**config.mk**
```make
export PLATFORM = sky130hd
export DESIGN_NAME = encryption_init_flat
export DESIGN_NICKNAME = d
export VERILOG_FILES = /design/src/rtl/encryption_init_pkg.sv /design/src/rtl/encryption_init_if.sv /design/src/rtl/mod_reduce_serial.sv /design/src/rtl/encryption_init.sv /design/src/flat_wrapper.sv
export SDC_FILE = /design/constraint.sdc
export NUM_CORES = 1
export LEC_CHECK = 0
export BUFFER_PORTS_ARGS = -buffer_cell sky130_fd_sc_hd__buf_2
export CAP_MARGIN = 20
export CORE_UTILIZATION = 51
export CTS_CLUSTER_SIZE = 14
export DETAILED_ROUTE_END_ITERATION = 16
export GPL_ROUTABILITY_DRIVEN = 0
export PLACE_DENSITY = 0.77
export SYNTH_ARGS = -nofsm -noshare
export SYNTH_HDL_FRONTEND = slang
export SYNTH_SLANG_ARGS = --single-unit
```
**constraint.sdc**
```tcl
create_clock -name clk -period 4.3 [get_ports clk]
set_clock_uncertainty 0.05 [all_clocks]
set_input_delay 0.86 -clock clk [delete_from_list [all_inputs] [get_ports clk]]
set_output_delay 0.86 -clock clk [all_outputs]
set_load 0.005 [all_outputs]
```
**src/rtl/encryption_init_pkg.sv**
```systemverilog
// Shared definitions for the key-exchange confirmation blocks (initiator and responder).
package encryption_init_pkg;

    localparam int CHAL_W = 4;

    typedef enum logic [2:0] {
        ST_IDLE,
        ST_REDUCE,
        ST_SEND,
        ST_WAIT_RESP,
        ST_CHECK
    } state_t;

    typedef enum logic [1:0] {
        ERR_NONE     = 2'd0,
        ERR_P0       = 2'd1,
        ERR_TIMEOUT  = 2'd2,
        ERR_MISMATCH = 2'd3
    } err_t;

    // Challenge nibble: low bits of the shared key masked by a nonce.
    function automatic logic [CHAL_W-1:0] challenge(input logic [31:0] k, input logic [31:0] r);
        return k[CHAL_W-1:0] ^ r[CHAL_W-1:0];
    endfunction

endpackage

```
**src/rtl/encryption_init_if.sv**
```systemverilog
// Request/response signal bundle of the key-exchange initiator.
interface encryption_init_if;
    import encryption_init_pkg::*;

    logic              start;
    logic [63:0]       exp;
    logic [31:0]       p;
    logic [31:0]       r1;
    logic [31:0]       r2;
    logic [CHAL_W-1:0] c2;
    logic              c2_valid;
    logic [CHAL_W-1:0] c1;
    logic              c1_valid;
    logic              busy;
    logic              done;
    logic              true;
    logic [1:0]        err;

    modport master (
        output start, exp, p, r1, r2, c2, c2_valid,
        input  c1, c1_valid, busy, done, true, err
    );

    modport slave (
        input  start, exp, p, r1, r2, c2, c2_valid,
        output c1, c1_valid, busy, done, true, err
    );

endinterface

```
**src/rtl/mod_reduce_serial.sv**
```systemverilog
// Serial restoring reduction: rem = a mod m over 64 cycles, one dividend bit per cycle, MSB first.
module mod_reduce_serial (
    input  logic        clk,
    input  logic        rst,
    input  logic        start,
    input  logic [63:0] a,
    input  logic [31:0] m,
    output logic [31:0] rem,
    output logic        rdy
);

    logic [63:0] a_q;
    logic [31:0] m_q;
    logic [31:0] rem_q;
    logic [5:0]  idx;
    logic        active;

    // rem < m always holds, so the shifted value fits in 33 bits and one subtract restores it.
    function automatic logic [31:0] reduce_step(input logic [31:0] r, input logic b, input logic [31:0] mod);
        logic [32:0] r33;
        logic [32:0] diff;
        r33  = {r, b};
        diff = r33 - {1'b0, mod};
        return (r33 >= {1'b0, mod}) ? diff[31:0] : r33[31:0];
    endfunction

    always_ff @(posedge clk or negedge rst) begin
        if (!rst) begin
            a_q    <= '0;
            m_q    <= '0;
            rem_q  <= '0;
            idx    <= '0;
            active <= 1'b0;
        end else if (start) begin
            a_q    <= a;
            m_q    <= m;
            rem_q  <= '0;
            idx    <= 6'd63;
            active <= 1'b1;
        end else if (active) begin
            rem_q <= reduce_step(rem_q, a_q[idx], m_q);
            if (idx == 6'd0)
                active <= 1'b0;
            else
                idx <= idx - 6'd1;
        end
    end

    // High during the final step; rem carries the result from the next cycle on.
    assign rdy = active && (idx == 6'd0);
    assign rem = rem_q;

endmodule

```
**src/rtl/encryption_init.sv**
```systemverilog
// Key-exchange initiator: reduces the shared secret mod p, sends a challenge, checks the peer reply.
module encryption_init
    import encryption_init_pkg::*;
#(
    parameter int TIMEOUT = 1024
) (
    input  logic                clk,
    input  logic                rst,
    encryption_init_if.slave    bus
);

    localparam int               CNT_W    = $clog2(TIMEOUT + 1);
    localparam logic [CNT_W-1:0] CNT_LAST = CNT_W'(TIMEOUT - 1);

    state_t            state;
    state_t            state_nx;
    logic [31:0]       r1_q;
    logic [31:0]       r2_q;
    logic [CHAL_W-1:0] c1_q;
    logic [CHAL_W-1:0] c2_q;
    logic [CNT_W-1:0]  cnt;
    logic              true_q;
    err_t              err_q;
    logic              red_start;
    logic              red_rdy;
    logic [31:0]       k;
    logic [CHAL_W-1:0] c1_send;

    mod_reduce_serial u_reduce (
        .clk   (clk),
        .rst   (rst),
        .start (red_start),
        .a     (bus.exp),
        .m     (bus.p),
        .rem   (k),
        .rdy   (red_rdy)
    );

    assign c1_send = challenge(k, r2_q);

    always_ff @(posedge clk or negedge rst) begin
        if (!rst)
            state <= ST_IDLE;
        else
            state <= state_nx;
    end

    always_comb begin
        state_nx  = state;
        red_start = 1'b0;
        case (state)
            ST_IDLE: begin
                if (bus.start) begin
                    if (bus.p == '0) begin
                        state_nx = ST_CHECK;
                    end else begin
                        state_nx  = ST_REDUCE;
                        red_start = 1'b1;
                    end
                end
            end
            ST_REDUCE:    if (red_rdy) state_nx = ST_SEND;
            ST_SEND:      state_nx = ST_WAIT_RESP;
            // A response arriving on the last allowed cycle still wins over the timeout.
            ST_WAIT_RESP: if (bus.c2_valid || cnt == CNT_LAST) state_nx = ST_CHECK;
            ST_CHECK:     state_nx = ST_IDLE;
            default:      state_nx = ST_IDLE;
        endcase
    end

    always_ff @(posedge clk or negedge rst) begin
        if (!rst) begin
            r1_q   <= '0;
            r2_q   <= '0;
            c1_q   <= 4'hF;
            c2_q   <= '0;
            cnt    <= '0;
            true_q <= 1'b0;
            err_q  <= ERR_NONE;
        end else begin
            case (state)
                ST_IDLE: begin
                    if (bus.start) begin
                        r1_q   <= bus.r1;
                        r2_q   <= bus.r2;
                        c2_q   <= '0;
                        true_q <= 1'b0;
                        err_q  <= (bus.p == '0) ? ERR_P0 : ERR_NONE;
                    end
                end
                ST_SEND: begin
                    c1_q <= c1_send;
                    cnt  <= '0;
                end
                ST_WAIT_RESP: begin
                    if (bus.c2_valid)
                        c2_q <= bus.c2;
                    else if (cnt == CNT_LAST)
                        err_q <= ERR_TIMEOUT;
                    else
                        cnt <= cnt + 1'b1;
                end
                ST_CHECK: begin
                    if (err_q == ERR_NONE) begin
                        if (c2_q == challenge(k, r1_q))
                            true_q <= 1'b1;
                        else
                            err_q <= ERR_MISMATCH;
                    end
                end
                default: ;
            endcase
        end
    end

    // Only the challenge nibble of the key and nonces takes part in the exchange.
    logic unused_bits;
    assign unused_bits = ^{k[31:CHAL_W], r1_q[31:CHAL_W], r2_q[31:CHAL_W]};

    assign bus.c1       = (state == ST_SEND) ? c1_send : c1_q;
    assign bus.c1_valid = (state == ST_SEND);
    assign bus.busy     = (state != ST_IDLE);
    assign bus.done     = (state == ST_CHECK);
    assign bus.true     = true_q;
    assign bus.err      = err_q;

endmodule

```
**src/flat_wrapper.sv**
```systemverilog
// flat-port wrapper written by rule: the top's interface ports become plain ports
module encryption_init_flat import encryption_init_pkg::*;
#(
    parameter int TIMEOUT = 1024
)
  (clk, rst, bus_start, bus_exp, bus_p, bus_r1, bus_r2, bus_c2, bus_c2_valid, bus_c1, bus_c1_valid, bus_busy, bus_done, bus_true, bus_err);
  encryption_init_if bus_i ();
  input  logic clk;
  input  logic rst;
  input wire logic [$bits(bus_i.start)-1:0] bus_start;
  input wire logic [$bits(bus_i.exp)-1:0] bus_exp;
  input wire logic [$bits(bus_i.p)-1:0] bus_p;
  input wire logic [$bits(bus_i.r1)-1:0] bus_r1;
  input wire logic [$bits(bus_i.r2)-1:0] bus_r2;
  input wire logic [$bits(bus_i.c2)-1:0] bus_c2;
  input wire logic [$bits(bus_i.c2_valid)-1:0] bus_c2_valid;
  output wire logic [$bits(bus_i.c1)-1:0] bus_c1;
  output wire logic [$bits(bus_i.c1_valid)-1:0] bus_c1_valid;
  output wire logic [$bits(bus_i.busy)-1:0] bus_busy;
  output wire logic [$bits(bus_i.done)-1:0] bus_done;
  output wire logic [$bits(bus_i.true)-1:0] bus_true;
  output wire logic [$bits(bus_i.err)-1:0] bus_err;
  assign bus_i.start = bus_start;
  assign bus_i.exp = bus_exp;
  assign bus_i.p = bus_p;
  assign bus_i.r1 = bus_r1;
  assign bus_i.r2 = bus_r2;
  assign bus_i.c2 = bus_c2;
  assign bus_i.c2_valid = bus_c2_valid;
  assign bus_c1 = bus_i.c1;
  assign bus_c1_valid = bus_i.c1_valid;
  assign bus_busy = bus_i.busy;
  assign bus_done = bus_i.done;
  assign bus_true = bus_i.true;
  assign bus_err = bus_i.err;
  encryption_init #(.TIMEOUT(TIMEOUT)) u_core (.clk(clk), .rst(rst), .bus(bus_i));
endmodule
```
* Word-level counts from Yosys, hierarchy flattened
Index checks and enable logic that the tools add are counted.
Operators by class: eq/ne operators 17, magnitude comparators 2, add/subtract/negate cells 3, reductions and logical operators 19, bitwise gates (word level) 2, multiplexer cells 37
Operators by type and width (number):
- $mux W32 | 3
- $ge A33 B32 Y1 | 1
- $logic_not A32 Y1 | 1
- $sub A32 B32 Y32 | 1
- $mux W11 | 2
- $pmux W11 S2 | 1
- $mux W6 | 3
- $mux W3 | 4
- $mux W4 | 3
- $ne A2 B1 Y1 const B | 6
- $pmux W3 S4 | 1
- $add A11 B1 Y11 const B | 1
- $eq A11 B10 Y1 const B | 1
- $mux W1 | 11
- $mux W2 | 5
- $ne A2 B2 Y1 const B | 5
- $reduce_and A3 Y1 | 3
- $pmux W4 S2 | 1
- $reduce_bool A2 Y1 | 4
- $xor A4 B4 Y4 | 2
- $lt A6 B7 Y1 const B | 1
- $bmux W1 S6 | 1
- $eq A3 B2 Y1 const B | 2
- $logic_not A6 Y1 | 1
- other kinds (14) | 16
Storage, ports and cells: output and inout bits 10, word-level logic and storage cells 93, bits of input ports 168, register bits 168

* Longest topological paths before layout
depth after elaboration 6, depth in mapped cells 17, gate-level depth less buffers 14

* Cells and area by module
From an unflattened synthesis, not the netlist that was laid out.
Unflattened totals: cell total of the unflattened synthesis 1009, area total of the unflattened synthesis 9882.0 µm²
By module, submodules not included:
- mod_reduce_serial | instances 1, seq. area each 3378.2 µm², area an instance 8046.5 µm², cells an instance 810
- encryption_init | instances 1, seq. area each 830.8 µm², area an instance 1835.5 µm², cells an instance 199

* Worst setup path after synthesis
No wires, ideal clock.
path kind register to register, start point register u_core.u_reduce.idx[0], end point register u_core.u_reduce.rem_q[28] (netlist: u_core.u_reduce.rem[28]), path slack 219 ps, library setup time 132 ps, clock period less this slack 4081 ps, stages on the path, launching flop included 17, arrival 3899 ps, data required time 4118 ps, path buffers 2, cells stage by stage dfrtp_1 -> buf_6 -> buf_12 -> mux4_1 -> mux4_2 -> mux4_2 -> inv_1 -> ha_1 -> fa_1 -> nor2b_1 -> o31a_1 -> o21ai_1 -> a21oi_1 -> a311oi_1 -> a21oi_1 -> a211oi_1 -> o21ai_1
On the way: word-level cells in the longest chain between the ends 6, elaborated cells on any way between the ends 7, classes of those cells add/sub (1); order compare (1); mux (5)
RTL lines:
- start, declared | RTL line mod_reduce_serial.sv:15 | logic [5:0] idx;
- start signal, assigned | RTL line mod_reduce_serial.sv:45 | idx <= idx - 6'd1;
- $bmux W1 S6 * | RTL line mod_reduce_serial.sv:41 | rem_q <= reduce_step(rem_q, a_q[idx], m_q);
- $mux W1 (implied by the code) * | RTL line mod_reduce_serial.sv:41
- $sub A32 B32 Y32 or $ge A33 B32 Y1 (tied branches) | RTL line mod_reduce_serial.sv:23, mod_reduce_serial.sv:24
- $mux W32 * | RTL line mod_reduce_serial.sv:24 | return (r33 >= {1'b0, mod}) ? diff[31:0] : r33[31:0];
- $mux W32 * | RTL line mod_reduce_serial.sv:40 | end else if (active) begin
- $mux W32 * | RTL line mod_reduce_serial.sv:34 | end else if (start) begin
- end signal, assigned | RTL line mod_reduce_serial.sv:41
- end, declared | RTL line mod_reduce_serial.sv:14 | logic [31:0] rem_q;
Mark *: on every way between the ends. The rest lies on a longest branch, timed or not. The select of a mux whose other input is x is not followed. A chain may end at the register's enable or synchronous reset.

* Worst setup path after layout
start point register u_core.u_reduce.idx[0], end point register u_core.u_reduce.rem_q[30] (netlist: u_core.u_reduce.rem[30])
The elaborated chain is that of the path after synthesis.

==> flow_metrics.tcl <==
set metrics [dict create \
    status "completed" \
    synth_cell_types 67 \
    clockRootBuffer "clkbuf_16" \
    ys.flop_type "dfrtp_1" \
    grt_max_degree 130 \
    cts_tree "built" \
    hpwl_um 16250 \
    arrival_ns 4.52 \
    syn_area_um2 9792 \
    dieHeight_um 140.6 \
    synth_nets 1302 \
    ir_drop_mv 0.4074 \
    clk_pin_slew_worst_paths_ns 0.07 \
    diodes 0 \
    setup_viol 0 \
    rr_endpoint "u_core.u_reduce.rem[30]" \
    vias 8601 \
    critical_path_class "register to register" \
    die_x_um 140.6 \
    finalNetCount 1412 \
    ff2ff_path_depth 16 \
    crit_path_cell_trace "buf_6 > mux4_1 > mux4_2 > mux4_2 > inv_2 > ha_4 > fa_2 > nor2b_1 > o31a_1 > o21ai_2 > buf_4 > a21o_1 > a2111o_1 > nor4bb_4 > nor3_1 > o21ai_1" \
    holdCritPathClass "input port to async pin" \
    cpPeakStageDelay_ns 0.57 \
    p_leak_uw 0.005513 \
    grt_usage_pct 25.11 \
    grt_pass1_wl_um 39610 \
    clock.fmax_mhz 237.1 \
    powerDensity_nw_per_um2 924.8 \
    cts_made_buffers 17 \
    clock_sinks 168 \
    syn_to_final_growth_pct 17.34 \
    io_buffers 121 \
    drtPass1Iterations 5 \
    htree_levels 4 \
    rrSetupSlack_ns 0.08 \
    cts_hold_buf 0 \
    netlist_instances 1097 \
    maxCapViolCount 0 \
    ys_seq_elements 168 \
    ys_seq_area_share_pct 42.98 \
    avgRoutedWirePerCell_um 17.05 \
    drive_above_1_share_pct 20.25 \
    synth_edf_count 0 \
    antenna_found_initial 0 \
    worstPathMaxFanout 3 \
    fp.dieArea_um2 19760 \
    insertion_delay_ns 0.44 \
    ys_async_sr_fraction_pct 100.0 \
    layout_commonest_cell "nand2_1" \
    clockBufferDepth 2 \
    power_uw 10630 \
    coreArea_um2 18770 \
    final_cell_mix "nand2_1 (264), dfrtp_1 (163), buf_2 (121), o21ai_0 (63), nand3_1 (55)" \
    rsz0062_at_grt "yes" \
    endpoint_kind "register" \
    rows 50 \
    r2r-start "u_core.u_reduce.idx[0]" \
    grt_overflow 0 \
    maxSlewHeadroom_pct 44.98 \
    via_per_inst 5.915 \
    start_util_pct 52.17 \
    dpl_cell_area_um2 10700 \
    ant_nets 0 \
    synth_area_per_cell_um2 8.926 \
    cpMostUsedCell "mux4_2" \
    ys_warn_count 0 \
    slew_violations 0 \
    tightestPinTransition_ns 0.8190 \
    ios 178 \
    crit_slowest_cell "mux4_1" \
    period_minus_slack_ns 4.218 \
    drtIter0Drc 880 \
    finalHoldViolCount 0 \
    grt_pass1_vias 7927 \
    wl_um 24790 \
    fin_crit_sh_pct 98.09 \
    drc 0 \
    finish.instance_area_um2 11490 \
    worstPathRequired_ns 4.60 \
    worst_setup_path_start_kind "register" \
]
-- metal layers --
layer | GRT usage, % | part of all wire [%] | wire [µm] | up-vias
li1 | - | - | - | 4068
met1 | 35.87 | 45 | 11160 | 4111
met2 | 39.16 | 46 | 11510 | 371
met3 | 4.684 | 6.7 | 1669 | 51
met4 | 7.151 | 1.8 | 446 | 0
met5 | 0 | 0 | 0 | -
-- metrics by stage --
step           setup WS [ns]  utilization (%)  hold WS, ns  setup TNS (ns)  instances
4_1_cts             0.003304            60.48       0.4246               0       1446
5_1_grt             -0.05786            61.22       0.1757         -0.1613       1454
3_3_place_gp         0.06518            56.99       0.3990               0       1414
2_1_floorplan         0.2189                -       0.3873               0       1097
6_report             0.08216            61.22       0.1835               0       1454
3_5_place_dp         0.04079            56.99       0.4064               0       1414
-- area by class of cell --
cell class | instances | area, µm²
inverters | 43 | 161.4
repair buffers | 159 | 1006
well taps | 234 | 292.8
clock buffers | 17 | 425.4
fillers | 1621 | 7278
multi-input cells | 818 | 5165
flip-flops and latches | 168 | 4210
clock inverters | 15 | 229.0
-- worst max-delay path by stage --
stage / slack, ns / from / to / cells past startpoint
3_3_place_gp: 0.07 / u_core.u_reduce.idx[0] / u_core.u_reduce.rem[26] / 16
4_1_cts: 0.003 / u_core.u_reduce.idx[0] / u_core.u_reduce.rem[26] / 16
2_1_floorplan: 0.22 / u_core.u_reduce.idx[0] / u_core.u_reduce.rem[28] / 16
5_1_grt: -0.06 / u_core.u_reduce.idx[0] / u_core.u_reduce.rem[30] / 16
6_report: 0.08 / u_core.u_reduce.idx[0] / u_core.u_reduce.rem[30] / 16
3_5_place_dp: 0.04 / u_core.u_reduce.idx[0] / u_core.u_reduce.rem[26] / 16
-- cell usage after synthesis, drive strengths merged, types with 10 or more instances --
cell	number	area, µm²
nand2	264	991.0
dfrtp	164	4104
o21ai	96	480.5
nand3	56	280.3
clkbuf	55	207.7
inv	43	161.4
a21oi	42	210.2
ha	36	450.4
nor2	34	127.6
xnor2	31	271.5
a21o	26	195.2
a31oi	25	156.4
mux4	21	529.3
and3	15	93.84
nor3	15	75.07
xor2	14	122.6
buf	13	91.33
nor4	12	81.33
mux2	11	123.9
nand4	11	68.82
a211oi	10	80.07
-- what timing repair did --
| item | 4_1_cts | 5_1_grt |
|---|---|---|
| gates resized for setup | 2 | 31 |
| buffers inserted | 0 | 4 |
| setup endpoints to repair | 2 | 28 |
| pin swaps | 0 | 9 |
| gates cloned | 0 | 1 |
-- critical path: cells and delay by family (launching register included) --
kind            cells  cell delay (ns)
compound gates      5             0.97
fa+ha+maj           2             0.33
buf+inv             3             0.38
flops               1             0.44
mux                 3             1.58
simple gates        3             0.38
-- kinds of logic after synthesis --
logic type                 Yosys count  synth area share (%)
adders and majority gates           37                 4.804
DFF                                168                 42.98
and+or+nand+nor                    448                 20.41
muxes                               34                 6.875
buffers and inverters              111                 4.702
xor gates and xnor gates            45                 4.025
AOI/OAI and AO/OA                  254                 16.20
-- state kept, by name, summed over array words and instances (netlist names) --
| signal | cells |
|---|---|
| u_core.bus.true | 1 |
| u_core.cnt | 11 |
| u_core.c2_q | 4 |
| u_core.bus.err | 2 |
| u_core.r1_q | 4 |
| u_core.u_reduce.m_q | 32 |
| u_core.u_reduce.rem | 32 |
| u_core.state | 3 |
| u_core.c1_q | 4 |
| u_core.u_reduce.active | 1 |
| u_core.u_reduce.idx | 6 |
| u_core.u_reduce.a_q | 64 |
| u_core.r2_q | 4 |
-- power by group --
group	internal (µW)	leakage [µW]	switching (µW)
logic	2780	0.00312	3330
registers	2340	0.00208	493
clock network	953	0.000316	739
total	6070	0.00551	4560
No activity file was read; power rests on OpenSTA's default activity.
